**config.mk**
```make
export PLATFORM = sky130hd
export DESIGN_NAME = rll_keyed_stage
export DESIGN_NICKNAME = d
export VERILOG_FILES = /design/src/rtl/rll_pkg.sv /design/src/rtl/rll_key_loader.sv /design/src/rtl/rll_keyed_stage.sv
export SDC_FILE = /design/constraint.sdc
export NUM_CORES = 1
export LEC_CHECK = 0
export ABC_AREA = 1
export CORE_ASPECT_RATIO = 0.75
export CORE_MARGIN = 1.5
export CORE_UTILIZATION = 56
export DETAILED_ROUTE_END_ITERATION = 7
export PLACE_DENSITY = 0.84
export SLEW_MARGIN = 20
export SYNTH_ARGS = -nofsm -noshare
export SYNTH_HDL_FRONTEND = slang
export SYNTH_SLANG_ARGS = --single-unit
```
**constraint.sdc**
```tcl
create_clock -name clk -period 3.2 [get_ports clk]
set_input_delay 0.96 -clock clk [delete_from_list [all_inputs] [get_ports clk]]
set_output_delay 0.96 -clock clk [all_outputs]
set_load 0.005 [all_outputs]
```
**src/rtl/rll_pkg.sv**
```systemverilog
// rtl/rll_pkg.sv - shared types and helpers for the keyed XOR/XNOR lock stage
package rll_pkg;

  typedef enum logic [1:0] {
    ST_IDLE  = 2'd0,
    ST_LOAD  = 2'd1,
    ST_ARMED = 2'd2
  } rll_state_e;

  // Number of key-load chunks that make up one full key.
  function automatic int num_chunks(input int num_keys, input int chunk_w);
    return num_keys / chunk_w;
  endfunction

  // Counter width able to index every chunk; never narrower than one bit.
  function automatic int cnt_width(input int nch);
    return (nch > 1) ? $clog2(nch) : 1;
  endfunction

endpackage

```
**src/rtl/rll_key_loader.sv**
```systemverilog
// rtl/rll_key_loader.sv - atomic serial key loader with malformed-load detection
module rll_key_loader
  import rll_pkg::*;
#(
  parameter int NUM_KEYS = 32,
  parameter int CHUNK_W  = 8
) (
  input  logic                clk,
  input  logic                rst_n,
  input  logic                key_valid,
  output logic                key_ready,
  input  logic [CHUNK_W-1:0]  key_data,
  input  logic                key_last,
  input  logic                key_clear,
  output logic [NUM_KEYS-1:0] applied_key,
  output logic                key_loaded,
  output logic                key_err
);

  localparam int NCH   = num_chunks(NUM_KEYS, CHUNK_W);
  localparam int CNT_W = cnt_width(NCH);
  localparam logic [CNT_W-1:0] LAST_CNT = CNT_W'(NCH - 1);

  if ((CHUNK_W < 1) || (NUM_KEYS % CHUNK_W != 0)) begin : g_bad_chunk_w
    $error("rll_key_loader: NUM_KEYS must be a non-zero multiple of CHUNK_W");
  end

  rll_state_e          state_q, state_d;
  logic [CNT_W-1:0]    cnt_q, cnt_d;
  logic [NUM_KEYS-1:0] shadow_q, shadow_d;
  logic [NUM_KEYS-1:0] applied_q, applied_d;
  logic                loaded_q, loaded_d;
  logic                err_q, err_d;

  logic                accept;
  logic                is_final;
  logic [NUM_KEYS-1:0] shadow_merged;

  // A clear in the same cycle refuses the chunk, so it also drops ready.
  assign key_ready = (state_q != ST_ARMED) && !key_clear;
  assign accept    = key_valid && key_ready;
  assign is_final  = (cnt_q == LAST_CNT);

  // Shadow key with the incoming chunk dropped into its slot, used to commit atomically.
  always_comb begin
    shadow_merged = shadow_q;
    for (int k = 0; k < NCH; k++) begin
      if (cnt_q == CNT_W'(k)) begin
        shadow_merged[k*CHUNK_W +: CHUNK_W] = key_data;
      end
    end
  end

  // Load FSM: collect chunks, commit on a well-formed final chunk, flag anything else.
  always_comb begin
    state_d   = state_q;
    cnt_d     = cnt_q;
    shadow_d  = shadow_q;
    applied_d = applied_q;
    loaded_d  = loaded_q;
    err_d     = err_q;
    if (key_clear) begin
      state_d   = ST_IDLE;
      cnt_d     = '0;
      shadow_d  = '0;
      applied_d = '0;
      loaded_d  = 1'b0;
      err_d     = 1'b0;
    end else if (accept) begin
      if (is_final && key_last) begin
        applied_d = shadow_merged;
        shadow_d  = shadow_merged;
        loaded_d  = 1'b1;
        cnt_d     = '0;
        state_d   = ST_ARMED;
      end else if (is_final || key_last) begin
        // Applied key and loaded flag survive a malformed load untouched.
        err_d    = 1'b1;
        shadow_d = '0;
        cnt_d    = '0;
        state_d  = ST_IDLE;
      end else begin
        shadow_d = shadow_merged;
        cnt_d    = cnt_q + CNT_W'(1);
        state_d  = ST_LOAD;
      end
    end
  end

  // Loader state registers.
  always_ff @(posedge clk or negedge rst_n) begin
    if (!rst_n) begin
      state_q   <= ST_IDLE;
      cnt_q     <= '0;
      shadow_q  <= '0;
      applied_q <= '0;
      loaded_q  <= 1'b0;
      err_q     <= 1'b0;
    end else begin
      state_q   <= state_d;
      cnt_q     <= cnt_d;
      shadow_q  <= shadow_d;
      applied_q <= applied_d;
      loaded_q  <= loaded_d;
      err_q     <= err_d;
    end
  end

  assign applied_key = applied_q;
  assign key_loaded  = loaded_q;
  assign key_err     = err_q;

endmodule

```
**src/rtl/rll_keyed_stage.sv**
```systemverilog
// rtl/rll_keyed_stage.sv - keyed XOR/XNOR gate array with serial key register and data pipeline
module rll_keyed_stage
  import rll_pkg::*;
#(
  parameter int                 NUM_KEYS     = 32,
  parameter int                 CHUNK_W      = 8,
  parameter logic [NUM_KEYS-1:0] KEY_POLARITY = 32'hA5A5_0F0F,
  parameter int                 PIPE_STAGES  = 1
) (
  input  logic                clk,
  input  logic                rst_n,
  input  logic                key_valid,
  output logic                key_ready,
  input  logic [CHUNK_W-1:0]  key_data,
  input  logic                key_last,
  input  logic                key_clear,
  input  logic                in_valid,
  input  logic [NUM_KEYS-1:0] wire_in,
  output logic                out_valid,
  output logic [NUM_KEYS-1:0] out_wire,
  output logic                key_loaded,
  output logic                key_err
);

  if ((PIPE_STAGES < 0) || (PIPE_STAGES > 2)) begin : g_bad_pipe
    $error("rll_keyed_stage: PIPE_STAGES must be 0, 1 or 2");
  end

  logic [NUM_KEYS-1:0] applied_key;
  logic [NUM_KEYS-1:0] keyed;

  rll_key_loader #(
    .NUM_KEYS (NUM_KEYS),
    .CHUNK_W  (CHUNK_W)
  ) u_loader (
    .clk         (clk),
    .rst_n       (rst_n),
    .key_valid   (key_valid),
    .key_ready   (key_ready),
    .key_data    (key_data),
    .key_last    (key_last),
    .key_clear   (key_clear),
    .applied_key (applied_key),
    .key_loaded  (key_loaded),
    .key_err     (key_err)
  );

  // XNOR gates are XOR gates with the polarity bit folded in; the right key cancels it.
  assign keyed = wire_in ^ applied_key ^ KEY_POLARITY;

  if (PIPE_STAGES == 0) begin : g_comb
    assign out_wire  = keyed;
    assign out_valid = in_valid;
  end else begin : g_pipe
    logic [PIPE_STAGES-1:0][NUM_KEYS-1:0] data_q;
    logic [PIPE_STAGES-1:0]               valid_q;

    // Free-running register chain; the valid bit travels alongside the data.
    always_ff @(posedge clk or negedge rst_n) begin
      if (!rst_n) begin
        data_q  <= '0;
        valid_q <= '0;
      end else begin
        data_q[0]  <= keyed;
        valid_q[0] <= in_valid;
        for (int s = 1; s < PIPE_STAGES; s++) begin
          data_q[s]  <= data_q[s-1];
          valid_q[s] <= valid_q[s-1];
        end
      end
    end

    assign out_wire  = data_q[PIPE_STAGES-1];
    assign out_valid = valid_q[PIPE_STAGES-1];
  end

endmodule

```
==> impl_table.tex <==
\begin{tabular}{lr}
\hline
Metric & Value \\
\hline
\multicolumn{2}{l}{\textbf{Global route}} \\
\quad Largest net degree at the start of global routing & 53 \\
\quad Grt total ovfl & 0 \\
\quad Number of global-route vias before repair & between 3000 and 4000 \\
\quad Met3 Usage GRT & under 10\% \\
\quad First-pass GRT wire length & $\sim$17 mm \\
\quad Initial antenna violation count & 0 \\
\quad Global-route total usage across every layer & 24.8\% \\
\quad Global-route track usage on met1 & a little under a third \\
\quad Grt peak-use layer & met2 \\
\quad GR Layer Usage met2 & 42.5\% \\
\multicolumn{2}{l}{\textbf{Final layout}} \\
\quad Count of placed standard cells in the final layout, fillers left out & 702 \\
\quad Signed area change from the synthesized netlist to the final layout & 22.5\% \\
\quad Commonest non-fill, non-tap cells in the layout & nand2\_1, dfrtp\_1, clkdlybuf4s50\_1 \\
\quad Diodes inserted & 0 \\
\quad Fraction of final layout cells with drive strength greater than 1 & 6.70\% \\
\quad Post-layout net count & 643 \\
\quad Commonest non-fill, non-tap cell in the layout & nand2\_1 \\
\multicolumn{2}{l}{\textbf{Power}} \\
\quad Pwr Total & $\sim$2.4 mW \\
\quad Total leakage power & $\sim$2.9 nW \\
\quad Pwr dens & 433 nW/um\^{}2 \\
\quad Largest vdd supply drop & around 0.25 mV \\
\multicolumn{2}{l}{\textbf{Clock network}} \\
\quad Clk slew on worst S/H paths & 0.09 ns \\
\quad Count of clock tree sinks & 103 \\
\quad Clock root buffer & clkbuf\_8 \\
\quad Setup Buffers After CTS & 0 \\
\quad Clock buffers created by TritonCTS & 9 \\
\quad Number of hold-repair buffers added at the cts stage & 0 \\
\quad Worst-skew pair later-pin latency & 0.37 ns \\
\quad Cts repair resizes & 0 \\
\quad CTS H-tree lvls & 3 \\
\quad Clock tree buffer depth & 2 \\
\quad TritonCTS clock tree & yes \\
\multicolumn{2}{l}{\textbf{Placed design}} \\
\quad \# placed instances & about 690 \\
\quad Worst-case setup slack after placement & 0.241 ns \\
\quad Detail Placement HPWL & 6.87 mm \\
\quad Count of buffers inserted at the top-level ports & 81 \\
\quad Global placement routability congestion & 0.837 \\
\multicolumn{2}{l}{\textbf{Setup path}} \\
\quad Critical Path End Type & output pin \\
\quad Arrival time of the worst setup path & 2.00 ns \\
\quad Critical path's top delay family & buffers and inverters \\
\quad Number of cells on the critical path & 3 \\
\quad Data required time of the critical path & 2.24 ns \\
\quad CP max stage delay & 0.51 ns \\
\quad Total buffers and inverters traversed by the critical path & 2 \\
\quad Startpoint kind of the worst setup timing path & input port \\
\quad Cell occurring most often along the worst timing path & clkdlybuf4s50\_1 \\
\quad Highest-delay cell along the critical path & clkdlybuf4s50\_1 \\
\quad Critical-path maximum fanout & 2 \\
\quad Crit Path Category & input port to output pin \\
\quad Cell count of the worst reg-to-reg path & 7 \\
\quad List of cells traversed by the critical path & clkdlybuf4s50\_1 -> a21oi\_1 -> clkdlybuf4s50\_1 \\
\multicolumn{2}{l}{\textbf{Timing}} \\
\quad Share of the cycle needed by the critical path after routing & 92.6\% \\
\quad Final Hold Viols & 0 \\
\quad Final setup violation count & 0 \\
\quad Worst-case headroom to the max-slew limit & 56.0\% \\
\quad Minimum clock period & slightly below 3 ns \\
\quad RSZ-0062 raised after global routing & false \\
\quad Final Worst Setup Slack & 0.235 ns \\
\quad Final Slew Violations & 0 \\
\quad Total Negative Setup Slacks & 0 ns \\
\quad Max Fclk & 337 MHz \\
\quad Worst Tran Pin Value & about 0.66 ns \\
\quad Hold Slack & 0.468 ns \\
\quad Clock skew after layout & 0.00563 ns \\
\multicolumn{2}{l}{\textbf{Drt}} \\
\quad Final Routed Wirelength & 10.1 mm \\
\quad Final routed wire length divided by cell count & 14.4 um \\
\quad Routed via count & 3681 \\
\quad Via-to-Cell Ratio & 5.24 \\
\quad Count of nets left with antenna violations after detail routing & 0 \\
\quad Number of remaining DRC errors & 0 \\
\quad Starting DRT DRC Count & 325 \\
\quad Number of detailed-routing iterations run before antenna repair & 4 \\
\multicolumn{2}{l}{\textbf{Worst hold path}} \\
\quad Worst hold-check path type & flip-flop to flip-flop \\
\quad Hold path depth & 1 \\
\multicolumn{2}{l}{\textbf{Floorplanning}} \\
\quad Die area & 8720 sq um \\
\quad Placement Rows & 28 \\
\quad Chip width & between 100 and 150 um \\
\quad Starting density of the core & roughly 58\% \\
\quad Core Box Area & 7920 sq um \\
\quad Die outline height & 81.3 um \\
\quad Number of placed I/O pins & 82 \\
\multicolumn{2}{l}{\textbf{Run status}} \\
\quad Run status & completed \\
\multicolumn{2}{l}{\textbf{Synth}} \\
\quad Mean post-synth cell area & 8.86 sq um \\
\quad Synthesized-area fraction occupied by and/or/nand/nor cells & 27.2\% \\
\quad Proportion of synthesized chip area in sequential cells & 56.4\% \\
\quad Post-synthesis cell type count & 23 \\
\quad Largest family of logic cells by synthesized area & simple AND/OR/NAND/NOR gates \\
\quad Synth Area in Compound Gates & 3.07\% \\
\quad Post-Synthesis Cell Area & 4570 sq um \\
\quad Synth warn & 0 \\
\quad Area share of fa/ha/maj cells after synthesis & 1.09\% \\
\quad Synth Instances & a little over 500 \\
\quad Synth Area in XOR/XNOR & 6.13\% \\
\quad Multiplexer fraction of the synthesized cell area & 0\% \\
\quad Total nets after synthesis & 566 \\
\quad Count of state elements after synthesis & 103 \\
\multicolumn{2}{l}{\textbf{Run}} \\
\quad Max-capacitance violation count & 0 \\
\hline
\end{tabular}
[worst paths after layout]
check	slack, ns	start	endpoint
worst max-delay path	0.24	key_clear	key_ready
worst min-delay path	0.47	u_loader.applied_key[26]	out_wire[26]
worst max register to register	1.18	u_loader.cnt_q[0]	u_loader.applied_key[11]
worst min register to register	0.47	u_loader.applied_key[26]	out_wire[26]
max in group asynchronous	1.79	rst_n	u_loader.shadow_q[8]
min in group asynchronous	0.60	rst_n	out_valid
[layout make-up]
| type | instances | area, sq um |
|---|---|---|
| clock inverters | 6 | 70.1 |
| multi-input cells | 360 | 1710 |
| fillers | 620 | 2320 |
| well taps | 105 | 131 |
| clock buffers | 9 | 124 |
| flip-flops and latches | 103 | 2580 |
| inverters | 30 | 115 |
| repair buffers | 89 | 868 |
[Yosys cell counts]
library cell	count	area (sq um)
a21boi_0	1	7.51
a21oi_1	3	15.0
buf_2	13	65.1
buf_4	1	7.51
buf_6	8	90.1
clkbuf_1	1	3.75
dfrtp_1	103	2580
ha_1	4	50.1
inv_1	24	90.1
inv_2	5	18.8
inv_4	1	6.26
nand2_1	183	687
nand2_2	2	12.5
nand2_4	1	11.3
nand3_1	48	240
nand3_2	3	30.0
nand3_4	1	17.5
nor2_1	56	210
nor2_4	3	33.8
o21ai_0	22	110
o21bai_1	1	7.51
xnor2_1	16	140
xor2_1	16	140
[state kept, by name (all words and copies together) (netlist names)]
signal / flops
out_valid: 1
out_wire: 32
u_loader.applied_key: 32
u_loader.cnt_q: 2
u_loader.key_err: 1
u_loader.key_loaded: 1
u_loader.shadow_q: 32
u_loader.state_q: 2
[metrics by stage]
stage / cell area, sq um / util (%)
global placement: 5410 / 68.3
detailed placement: 5410 / 68.3
global route: 5600 / 70.7
finish: 5600 / 70.7
CTS: 5600 / 70.7
floorplan: 4570 / -
[where the power goes]
group          leakage (nW)  switching, mW  internal, mW
registers              1.36         0.0121          1.33
clock network        0.0883          0.450         0.362
logic                  1.42          0.142         0.127
total                  2.86          0.603          1.82
[kinds of logic after synthesis]
logic type / Yosys count
AO/OA/AOI/OAI: 27
XOR/XNOR: 32
adder cells (fa/ha/maj): 4
buffers and inverters: 53
flip-flops: 103
AND/OR/NAND/NOR: 297
[layer usage]
metal	wire (um)	share of wire, %	vias up
met5	0	0	-
met4	130	1.3	0
met3	753	7.5	13
met2	5050	50	142
met1	4170	41	1773
li1	-	-	1753
Power figures use the tool's default switching activity.
